`src/rtl/ysyx_22050078_pipe_ctrl_if.sv`:
```
// Hazard-controller bundle: ID operand usage, EX destination/load flags, redirect,
// LSU busy, and the stage-register controls plus statistics returned by the controller.
interface ysyx_22050078_pipe_ctrl_if #(
    parameter int REG_ADDRW = 5,
    parameter int CNT_W     = 32
);
    logic [REG_ADDRW-1:0] i_id_rs1_addr;
    logic [REG_ADDRW-1:0] i_id_rs2_addr;
    logic                 i_id_rs1_ren;
    logic                 i_id_rs2_ren;
    logic                 i_id_st_en;
    logic [REG_ADDRW-1:0] i_ex_rd_addr;
    logic                 i_ex_rdwen;
    logic                 i_ex_ld_en;
    logic                 i_ex_jump;
    logic                 i_ls_busy;

    logic                 o_pc_wen;
    logic                 o_ifid_wen;
    logic                 o_idex_wen;
    logic                 o_exls_wen;
    logic                 o_ifid_flush;
    logic                 o_idex_bubble;
    logic                 o_id_ldstbp;
    logic                 o_hang;
    logic [CNT_W-1:0]     o_cnt_stall;
    logic [CNT_W-1:0]     o_cnt_bubble;
    logic [CNT_W-1:0]     o_cnt_flush;

    modport master (
        output i_id_rs1_addr, i_id_rs2_addr, i_id_rs1_ren, i_id_rs2_ren, i_id_st_en,
               i_ex_rd_addr, i_ex_rdwen, i_ex_ld_en, i_ex_jump, i_ls_busy,
        input  o_pc_wen, o_ifid_wen, o_idex_wen, o_exls_wen, o_ifid_flush,
               o_idex_bubble, o_id_ldstbp, o_hang, o_cnt_stall, o_cnt_bubble, o_cnt_flush
    );

    modport slave (
        input  i_id_rs1_addr, i_id_rs2_addr, i_id_rs1_ren, i_id_rs2_ren, i_id_st_en,
               i_ex_rd_addr, i_ex_rdwen, i_ex_ld_en, i_ex_jump, i_ls_busy,
        output o_pc_wen, o_ifid_wen, o_idex_wen, o_exls_wen, o_ifid_flush,
               o_idex_bubble, o_id_ldstbp, o_hang, o_cnt_stall, o_cnt_bubble, o_cnt_flush
    );
endinterface

```
`src/rtl/ysyx_22050078_pipe_ctrl.sv`:
```
// Pipeline hazard controller: load-use bubbles, redirect flushes, LSU freeze,
// memory-wait watchdog and saturating hazard statistics.
module ysyx_22050078_pipe_ctrl #(
    parameter int REG_ADDRW = 5,
    parameter int CNT_W     = 32,
    parameter int TIMEOUT   = 1024
) (
    input  logic                       clk,
    input  logic                       rst_n,
    ysyx_22050078_pipe_ctrl_if.slave   bus
);
    localparam int WCNT_W = $clog2(TIMEOUT);
    localparam logic [WCNT_W-1:0] WCNT_LAST = WCNT_W'(TIMEOUT - 1);
    localparam logic [WCNT_W-1:0] WCNT_ONE  = WCNT_W'(1);

    typedef enum logic [1:0] {
        S_RUN  = 2'd0,
        S_WAIT = 2'd1,
        S_HANG = 2'd2
    } state_e;

    state_e              state_q, state_d;
    logic [WCNT_W-1:0]   wcnt_q, wcnt_d;
    logic [CNT_W-1:0]    cnt_stall_q, cnt_stall_d;
    logic [CNT_W-1:0]    cnt_bubble_q, cnt_bubble_d;
    logic [CNT_W-1:0]    cnt_flush_q, cnt_flush_d;

    logic [REG_ADDRW-1:0] rs1_addr, rs2_addr, rd_addr;
    logic                 ex_ld, hz1, hz2, lu, freeze;

    assign rs1_addr = bus.i_id_rs1_addr;
    assign rs2_addr = bus.i_id_rs2_addr;
    assign rd_addr  = bus.i_ex_rd_addr;

    always_comb begin
        ex_ld  = bus.i_ex_ld_en & bus.i_ex_rdwen & (rd_addr != '0);
        hz1    = ex_ld & bus.i_id_rs1_ren & (rs1_addr == rd_addr);
        hz2    = ex_ld & bus.i_id_rs2_ren & (rs2_addr == rd_addr);
        lu     = hz1 | (hz2 & ~bus.i_id_st_en);
        freeze = bus.i_ls_busy | (state_q == S_HANG);
    end

    // Stage controls: freeze beats redirect, redirect beats load-use.
    always_comb begin
        bus.o_pc_wen      = 1'b1;
        bus.o_ifid_wen    = 1'b1;
        bus.o_idex_wen    = 1'b1;
        bus.o_exls_wen    = 1'b1;
        bus.o_ifid_flush  = 1'b0;
        bus.o_idex_bubble = 1'b0;
        bus.o_id_ldstbp   = hz2 & bus.i_id_st_en & ~hz1 & ~freeze;
        bus.o_hang        = (state_q == S_HANG);
        if (freeze) begin
            bus.o_pc_wen   = 1'b0;
            bus.o_ifid_wen = 1'b0;
            bus.o_idex_wen = 1'b0;
            bus.o_exls_wen = 1'b0;
        end else if (bus.i_ex_jump) begin
            bus.o_ifid_flush  = 1'b1;
            bus.o_idex_bubble = 1'b1;
        end else if (lu) begin
            bus.o_pc_wen      = 1'b0;
            bus.o_ifid_wen    = 1'b0;
            bus.o_idex_bubble = 1'b1;
        end
    end

    always_comb begin
        state_d = state_q;
        wcnt_d  = wcnt_q;
        unique case (state_q)
            S_RUN: begin
                if (bus.i_ls_busy) begin
                    state_d = S_WAIT;
                    wcnt_d  = WCNT_ONE;
                end
            end
            S_WAIT: begin
                if (!bus.i_ls_busy) begin
                    state_d = S_RUN;
                    wcnt_d  = '0;
                end else if (wcnt_q == WCNT_LAST) begin
                    state_d = S_HANG;
                end else begin
                    wcnt_d = wcnt_q + 1'b1;
                end
            end
            S_HANG:  state_d = S_HANG;
            default: begin
                state_d = S_RUN;
                wcnt_d  = '0;
            end
        endcase
    end

    always_comb begin
        cnt_stall_d  = cnt_stall_q;
        cnt_bubble_d = cnt_bubble_q;
        cnt_flush_d  = cnt_flush_q;
        if (freeze) begin
            if (cnt_stall_q != '1) cnt_stall_d = cnt_stall_q + 1'b1;
        end else if (bus.i_ex_jump) begin
            if (cnt_flush_q != '1) cnt_flush_d = cnt_flush_q + 1'b1;
        end else if (lu) begin
            if (cnt_bubble_q != '1) cnt_bubble_d = cnt_bubble_q + 1'b1;
        end
    end

    always_ff @(posedge clk or negedge rst_n) begin
        if (!rst_n) begin
            state_q      <= S_RUN;
            wcnt_q       <= '0;
            cnt_stall_q  <= '0;
            cnt_bubble_q <= '0;
            cnt_flush_q  <= '0;
        end else begin
            state_q      <= state_d;
            wcnt_q       <= wcnt_d;
            cnt_stall_q  <= cnt_stall_d;
            cnt_bubble_q <= cnt_bubble_d;
            cnt_flush_q  <= cnt_flush_d;
        end
    end

    assign bus.o_cnt_stall  = cnt_stall_q;
    assign bus.o_cnt_bubble = cnt_bubble_q;
    assign bus.o_cnt_flush  = cnt_flush_q;
endmodule

```
`src/flat_wrapper.sv`:
```
// flat-port wrapper written by rule: the top's interface ports become plain ports
module ysyx_22050078_pipe_ctrl_flat 
#(
    parameter int REG_ADDRW = 5,
    parameter int CNT_W     = 32,
    parameter int TIMEOUT   = 1024
)
  (clk, rst_n, bus_i_id_rs1_addr, bus_i_id_rs2_addr, bus_i_id_rs1_ren, bus_i_id_rs2_ren, bus_i_id_st_en, bus_i_ex_rd_addr, bus_i_ex_rdwen, bus_i_ex_ld_en, bus_i_ex_jump, bus_i_ls_busy, bus_o_pc_wen, bus_o_ifid_wen, bus_o_idex_wen, bus_o_exls_wen, bus_o_ifid_flush, bus_o_idex_bubble, bus_o_id_ldstbp, bus_o_hang, bus_o_cnt_stall, bus_o_cnt_bubble, bus_o_cnt_flush);
  ysyx_22050078_pipe_ctrl_if #(.REG_ADDRW(REG_ADDRW), .CNT_W(CNT_W)) bus_i ();
  input  logic clk;
  input  logic rst_n;
  input wire logic [$bits(bus_i.i_id_rs1_addr)-1:0] bus_i_id_rs1_addr;
  input wire logic [$bits(bus_i.i_id_rs2_addr)-1:0] bus_i_id_rs2_addr;
  input wire logic [$bits(bus_i.i_id_rs1_ren)-1:0] bus_i_id_rs1_ren;
  input wire logic [$bits(bus_i.i_id_rs2_ren)-1:0] bus_i_id_rs2_ren;
  input wire logic [$bits(bus_i.i_id_st_en)-1:0] bus_i_id_st_en;
  input wire logic [$bits(bus_i.i_ex_rd_addr)-1:0] bus_i_ex_rd_addr;
  input wire logic [$bits(bus_i.i_ex_rdwen)-1:0] bus_i_ex_rdwen;
  input wire logic [$bits(bus_i.i_ex_ld_en)-1:0] bus_i_ex_ld_en;
  input wire logic [$bits(bus_i.i_ex_jump)-1:0] bus_i_ex_jump;
  input wire logic [$bits(bus_i.i_ls_busy)-1:0] bus_i_ls_busy;
  output wire logic [$bits(bus_i.o_pc_wen)-1:0] bus_o_pc_wen;
  output wire logic [$bits(bus_i.o_ifid_wen)-1:0] bus_o_ifid_wen;
  output wire logic [$bits(bus_i.o_idex_wen)-1:0] bus_o_idex_wen;
  output wire logic [$bits(bus_i.o_exls_wen)-1:0] bus_o_exls_wen;
  output wire logic [$bits(bus_i.o_ifid_flush)-1:0] bus_o_ifid_flush;
  output wire logic [$bits(bus_i.o_idex_bubble)-1:0] bus_o_idex_bubble;
  output wire logic [$bits(bus_i.o_id_ldstbp)-1:0] bus_o_id_ldstbp;
  output wire logic [$bits(bus_i.o_hang)-1:0] bus_o_hang;
  output wire logic [$bits(bus_i.o_cnt_stall)-1:0] bus_o_cnt_stall;
  output wire logic [$bits(bus_i.o_cnt_bubble)-1:0] bus_o_cnt_bubble;
  output wire logic [$bits(bus_i.o_cnt_flush)-1:0] bus_o_cnt_flush;
  assign bus_i.i_id_rs1_addr = bus_i_id_rs1_addr;
  assign bus_i.i_id_rs2_addr = bus_i_id_rs2_addr;
  assign bus_i.i_id_rs1_ren = bus_i_id_rs1_ren;
  assign bus_i.i_id_rs2_ren = bus_i_id_rs2_ren;
  assign bus_i.i_id_st_en = bus_i_id_st_en;
  assign bus_i.i_ex_rd_addr = bus_i_ex_rd_addr;
  assign bus_i.i_ex_rdwen = bus_i_ex_rdwen;
  assign bus_i.i_ex_ld_en = bus_i_ex_ld_en;
  assign bus_i.i_ex_jump = bus_i_ex_jump;
  assign bus_i.i_ls_busy = bus_i_ls_busy;
  assign bus_o_pc_wen = bus_i.o_pc_wen;
  assign bus_o_ifid_wen = bus_i.o_ifid_wen;
  assign bus_o_idex_wen = bus_i.o_idex_wen;
  assign bus_o_exls_wen = bus_i.o_exls_wen;
  assign bus_o_ifid_flush = bus_i.o_ifid_flush;
  assign bus_o_idex_bubble = bus_i.o_idex_bubble;
  assign bus_o_id_ldstbp = bus_i.o_id_ldstbp;
  assign bus_o_hang = bus_i.o_hang;
  assign bus_o_cnt_stall = bus_i.o_cnt_stall;
  assign bus_o_cnt_bubble = bus_i.o_cnt_bubble;
  assign bus_o_cnt_flush = bus_i.o_cnt_flush;
  ysyx_22050078_pipe_ctrl #(.REG_ADDRW(REG_ADDRW), .CNT_W(CNT_W), .TIMEOUT(TIMEOUT)) u_core (.clk(clk), .rst_n(rst_n), .bus(bus_i));
endmodule
```
`config.mk`:
```
export PLATFORM = sky130hd
export DESIGN_NAME = ysyx_22050078_pipe_ctrl_flat
export DESIGN_NICKNAME = d
export VERILOG_FILES = /design/src/rtl/ysyx_22050078_pipe_ctrl_if.sv /design/src/rtl/ysyx_22050078_pipe_ctrl.sv /design/src/flat_wrapper.sv
export SDC_FILE = /design/constraint.sdc
export NUM_CORES = 1
export LEC_CHECK = 0
export ABC_AREA = 1
export BUFFER_PORTS_ARGS = -buffer_cell sky130_fd_sc_hd__buf_2
export CORE_MARGIN = 4
export CORE_UTILIZATION = 50
export CTS_CLUSTER_DIAMETER = 30
export DETAILED_ROUTE_END_ITERATION = 10
export PLACE_DENSITY_LB_ADDON = 0.2
export SKIP_CTS_REPAIR_TIMING = 1
export SLEW_MARGIN = 5
export SYNTH_ARGS = -nofsm -noshare
export SYNTH_HDL_FRONTEND = slang
export SYNTH_SLANG_ARGS = --single-unit
```
`constraint.sdc`:
```
create_clock -name clk -period 2.4 [get_ports clk]
set_clock_uncertainty 0.15 [all_clocks]
set_input_delay 0.48 -clock clk [delete_from_list [all_inputs] [get_ports clk]]
set_output_delay 0.48 -clock clk [all_outputs]
set_load 0.1 [all_outputs]
```
==> Word-level counts from Yosys, hierarchy flattened <==
Cells that the tools add are included.
Widths: inputs -> output; s select.
{ "word_totals": {"rom_bits": 0, "wordCells": 61, "register_bits": 108, "mem_bits_rw": 0, "latch_bits": 0, "mem_count": 0} }
{ "op_classes": {"eq_ne": 11, "magnitude_cmp": 0, "n_reduce_logical": 7, "div": 0, "addsub": 4, "multipliers": 0, "n_mux": 17, "shifts": 0, "bitwise": 17} }
{ "ops": {"columns": ["operator", "n"], "rows": [
  ["$add 32x1->32 const B", 3],
  ["$ne 32x32->1 const B", 3],
  ["$mux 10", 3],
  ["$pmux 10 s3", 1],
  ["$add 10x1->10 const B", 1],
  ["$and 1x1->1", 10],
  ["$eq 10x10->1 const B", 1],
  ["$eq 5x5->1", 2],
  ["$mux 1", 9],
  ["$mux 2", 3],
  ["$pmux 2 s3", 1],
  ["$reduce_and 3->1", 2],
  ["$not 1->1", 5],
  ["$reduce_bool 5->1", 1],
  ["$reduce_and 2->1", 2],
  ["$reduce_and 4->1", 1],
  ["$ne 3x2->1 const B", 1],
  ["$ne 3x3->1 const B", 1],
  ["$eq 2x1->1 const B", 1],
  ["$eq 2x2->1 const B", 1],
  ["$logic_not 2->1", 1],
  ["$ne 2x2->1 const B", 1],
  ["$or 1x1->1", 2]
]} }

==> Longest topological paths before layout <==
{ "logic_depth": {"depth_word": 9, "ltp_mapped": 12} }

==> Least setup slack after synthesis <==
No wires, ideal clock.
{ "synth_path": {"path_kind": "register -> output", "start": "register u_core.state_q[1]", "end": "output port bus_o_id_ldstbp", "path_stages_with_launch": 8, "n_path_buf": 0, "arrival_time_ns": 3.408, "setup_slack_ns": -1.638, "path_cell_list": "dfrtp_1 -> inv_1 -> nor2_1 -> inv_2 -> nand2_2 -> inv_1 -> nand4_1 -> a21oi_1"} }
{ "synth_via": {"elab_chain_len": 4} }
{ "synth_rtl": {"columns": ["item", "line_no", "rtl"], "rows": [
  ["from (decl)", "ysyx_22050078_pipe_ctrl.sv:22", "state_e state_q, state_d;"],
  ["from (signal assigned)", "ysyx_22050078_pipe_ctrl.sv:117", "state_q <= state_d;"],
  ["$eq 2x2->1", null, null],
  ["named net bus_o_hang", "flat_wrapper.sv:29", "output wire logic [$bits(bus_i.o_hang)-1:0] bus_o_hang;"],
  ["$or 1x1->1", "ysyx_22050078_pipe_ctrl.sv:40", "freeze = bus.i_ls_busy | (state_q == S_HANG);"],
  ["$not 1->1 (no source line)", null, null],
  ["$and 1x1->1", "ysyx_22050078_pipe_ctrl.sv:51", "bus.o_id_ldstbp = hz2 & bus.i_id_st_en & ~hz1 & ~freeze;"],
  ["to (decl)", "flat_wrapper.sv:28", "output wire logic [$bits(bus_i.o_id_ldstbp)-1:0] bus_o_id_ldstbp;"]
]} }
The timed path passes the listed nets, and every way through them passes these cells.

==> Worst setup path in the final report <==
{ "layout_path": {"start": "input port bus_i_ex_rd_addr[4]", "end": "output port bus_o_ifid_wen"} }
{ "layout_via": {"elab_chain_len": 9, "elab_cells_between_ends": 13} }
{ "layout_rtl": {"columns": ["item", "line_no", "rtl"], "rows": [
  ["from (decl)", "flat_wrapper.sv:17", "input wire logic [$bits(bus_i.i_ex_rd_addr)-1:0] bus_i_ex_rd_addr;"],
  ["$reduce_bool 5->1", "ysyx_22050078_pipe_ctrl.sv:36", "ex_ld = bus.i_ex_ld_en & bus.i_ex_rdwen & (rd_addr != '0);"],
  ["$and 1x1->1", "ysyx_22050078_pipe_ctrl.sv:36", null],
  ["$and 1x1->1 (2 in a row)", "ysyx_22050078_pipe_ctrl.sv:38", "hz2 = ex_ld & bus.i_id_rs2_ren & (rs2_addr == rd_addr);"],
  ["$and 1x1->1", "ysyx_22050078_pipe_ctrl.sv:39", "lu = hz1 | (hz2 & ~bus.i_id_st_en);"],
  ["$or 1x1->1 (*)", "ysyx_22050078_pipe_ctrl.sv:39", null],
  ["$mux 1 (*)", "ysyx_22050078_pipe_ctrl.sv:61", "end else if (lu) begin"],
  ["$mux 1 (*)", "ysyx_22050078_pipe_ctrl.sv:58", "end else if (bus.i_ex_jump) begin"],
  ["$mux 1 (*)", "ysyx_22050078_pipe_ctrl.sv:53", "if (freeze) begin"],
  ["to (decl)", "flat_wrapper.sv:23", "output wire logic [$bits(bus_i.o_ifid_wen)-1:0] bus_o_ifid_wen;"]
]} }
Every way passes the cells marked *; elsewhere a longest branch is shown, timed or not.

==> impl_metrics.py <==
metrics = {
    "synth": {
        "ys_warn_count": 0,
        "syn_nets": 1105,
        "synth_area_mm2": 0.007238,
        "synth.distinct_cells": 32,
        "netlist_instances": 1077,
        "ys_ff_latch": 108,
        "synth_area_per_cell_um2": 6.721,
        "synth-seq-area-share_pct": 37.34,
    },
    "clock_tree": {
        "clockRootBuffer": "clkbuf_16",
        "htree_num_levels": 3,
        "cts_buffer_depth": 2,
        "cts_made_buffers": 9,
        "tritoncts": "done",
        "clkSlewWorstSetupHoldPaths_ps": 70,
        "clock_latency_ps": 360,
        "cts.sinks": 108,
    },
    "worst_setup_path": {
        "crit_required_ps": 1770,
        "cp_top_family": "simple AND/OR/NAND/NOR gates",
        "r2r_start": "u_core.bus.o_cnt_flush[1]$_DFFE_PN0P_",
        "path_max_fanout": 3,
        "reg2reg_slack_ps": 270,
        "path_class": "in -> out",
        "max_stage_delay_ps": 240,
        "startpoint_type": "primary input",
        "critPathCapture": "bus_o_ifid_wen",
        "path_depth": 9,
        "rr_worst_depth": 10,
        "endpoint_kind": "output port",
        "worst-path-buf-inv": 3,
        "crit_chain": "buf_2, inv_8, or2_4, nand2_1, nor2_1, nand3_1, nand2_2, a21oi_4, buf_12",
        "startpoint": "bus_i_ex_rd_addr[4]",
        "reg2reg_to": "u_core.bus.o_cnt_flush[9]$_DFFE_PN0P_",
        "slowest_stage": "or2_4",
        "cp.arrival_ps": 1700,
    },
    "floorplanning": {
        "initial_core_util_pct": 51.55,
        "die-area_mm2": 0.01646,
        "die_x_um": 128.3,
        "die_h_um": 128.3,
        "num_io_pins": 128,
        "core_mm2": 0.01404,
        "num_rows": 43,
    },
    "final_layout": {
        "finalNonFillerCells": 1400,
        "utilization_pct": 61.88,
        "num_antenna_cells": 0,
        "drive_gt1_share_pct": 17.79,
        "syn_to_final_growth_pct": 20.05,
        "layout.nets": 1243,
        "fillers": 1328,
    },
    "grt": {
        "grt_pass1_wl_um": 32170,
        "first_global_vias": 6614,
        "antenna_found_initial": 0,
        "grt_max_degree": 43,
        "grt-ovfl-total": 0,
        "grtUsageTotal_pct": 23.93,
    },
    "sta": {
        "fin_crit_sh_pct": 97.03,
        "hold_viol": 0,
        "min_period_ps": 2329,
        "max_freq_mhz": 429.4,
        "tns_ps": 0,
        "slew_viol_final": 0,
        "slew_headroom_pct": 48.60,
        "rsz0062_at_grt": "true",
        "tightest_slew_ps": 769.2,
        "finalSetupViolCount": 0,
    },
    "drt": {
        "vias": 7177,
        "drt-pass1-iter-count": 5,
        "drtIter0Drc": 497,
        "ant_nets": 0,
        "drt-wirelength-per-cell_um": 13.72,
        "wirelength_um": 19200,
        "drc": 0,
        "vias_per_cell": 5.126,
    },
    "worst_hold_path": {
        "hp-class": "in -> reg",
    },
    "pwr": {
        "p_leak_nw": 4.373,
        "vdd_ir_drop_max_mv": 0.6753,
        "p_per_area_mw_per_mm2": 623.5,
        "power_w": 0.005418,
    },
    "outcome": {
        "status": "finished clean",
    },
    "place": {
        "dp.cells": 1382,
        "dp_hpwl_um": 14580,
        "port_buffers": 127,
        "place_congestion": 0.9531,
    },
    "job": {
        "maxCapViolations": 0,
    },
}
logic make-up after synthesis:
kind of cell,after synthesis,share of synthesized area [%]
AO/OA/AOI/OAI,34,2.437
buffers and inverters,109,6.759
flip-flops,108,37.34
AND/OR/NAND/NOR,748,43.82
adder cells (fa/ha/maj),4,0.6915
XOR/XNOR,74,8.954
placed cells by master, fill, tap and decap left out, drive strengths merged:
cell type      n
a21boi         2
a21oi          5
a31oi          1
and3           2
buf          153
bufinv         3
clkbuf        10
clkinv         3
clkinvlp       2
dfrtp        108
dlygate4sd3    1
ha             4
inv           80
nand2        460
nand3         31
nand3b        16
nand4         45
nor2         157
nor3          32
o21ai         26
or2            5
xnor2         22
xor2          52
worst min-delay path, cell delays in order:
cell,delay [ps]
buf_2,120
nor2_1,60
o21ai_0,130
sequential cells by signal, indices dropped and copies added, names as in the netlist:
signal	cells
u_core.bus.o_cnt_bubble	32
u_core.bus.o_cnt_flush	32
u_core.bus.o_cnt_stall	32
u_core.state_q	2
u_core.wcnt_q	10
layer usage:
layer | up-vias | GRT usage, % | wire (um)
met5 | - | 0 | 0
li1 | 3657 | - | -
met4 | 0 | 6.117 | 293
met1 | 3301 | 32.53 | 8589
met3 | 23 | 4.500 | 1069
met2 | 196 | 39.50 | 9249
worst min-delay path by stage:
stage	startpoint	slack, ps	end	cells past startpoint
detailed placement	rst_n	320	u_core.bus.o_cnt_stall[2]$_DFFE_PN0P_	1
finish	bus_i_ls_busy	320	u_core.state_q[0]$_DFFE_PN0P_	3
floorplan	rst_n	30	u_core.bus.o_cnt_bubble[0]$_DFFE_PN0P_	0
CTS	rst_n	-60	u_core.bus.o_cnt_stall[2]$_DFFE_PN0P_	1
global placement	rst_n	310	u_core.bus.o_cnt_stall[2]$_DFFE_PN0P_	1
global route	bus_i_ls_busy	370	u_core.wcnt_q[0]$_DFFE_PN0P_	5
synth_stat cells:
cell	instances	area share, %
a21boi_0	2	0.21
a21oi_1	5	0.35
a31oi_1	1	0.086
and3_1	2	0.17
buf_2	13	0.90
buf_4	3	0.31
buf_6	7	1.1
clkbuf_1	4	0.21
clkinv_1	1	0.052
dfrtp_1	108	37
ha_1	4	0.69
inv_1	75	3.9
inv_2	6	0.31
nand2_1	454	24
nand2_2	5	0.43
nand2_4	1	0.16
nand3_1	27	1.9
nand3_2	3	0.41
nand3_4	1	0.24
nand3b_1	16	1.7
nand4_1	45	3.9
nor2_1	150	7.8
nor2_2	4	0.35
nor2_4	3	0.47
nor3_1	29	2.0
nor3_2	3	0.41
o21ai_0	13	0.90
o21ai_1	13	0.90
or2_1	1	0.086
or2_2	4	0.35
xnor2_1	22	2.7
xor2_1	52	6.3
stage by stage:
step / setup WS [ps] / area [um^2] / hold WS, ps
floorplan: -342.3 / 7336 / 34.41
global placement: -36.98 / 8305 / 311.0
detailed placement: -111.5 / 8305 / 320.5
CTS: -16.90 / 8656 / -63.35
global route: -12.74 / 8690 / 365.3
finish: 71.38 / 8690 / 316.3
cell type report:
class	count	area [um^2]	area share, %
clock buffer	10	239.0	2.750
clock inverter	6	111.4	1.282
inverter	82	319.1	3.672
multi-input combinational	860	4120	47.42
sequential	108	2714	31.23
tap	180	225.2	2.592
timing repair buffer	154	960.9	11.06
where the power goes:
group,internal [W],total [W],switching [W]
Combinational,0.000317,0.00155,0.00123
Sequential,0.00196,0.00213,0.000168
Clock,0.00105,0.00174,0.000690
Total,0.00333,0.00542,0.00209
Power figures use the tool's default switching activity.
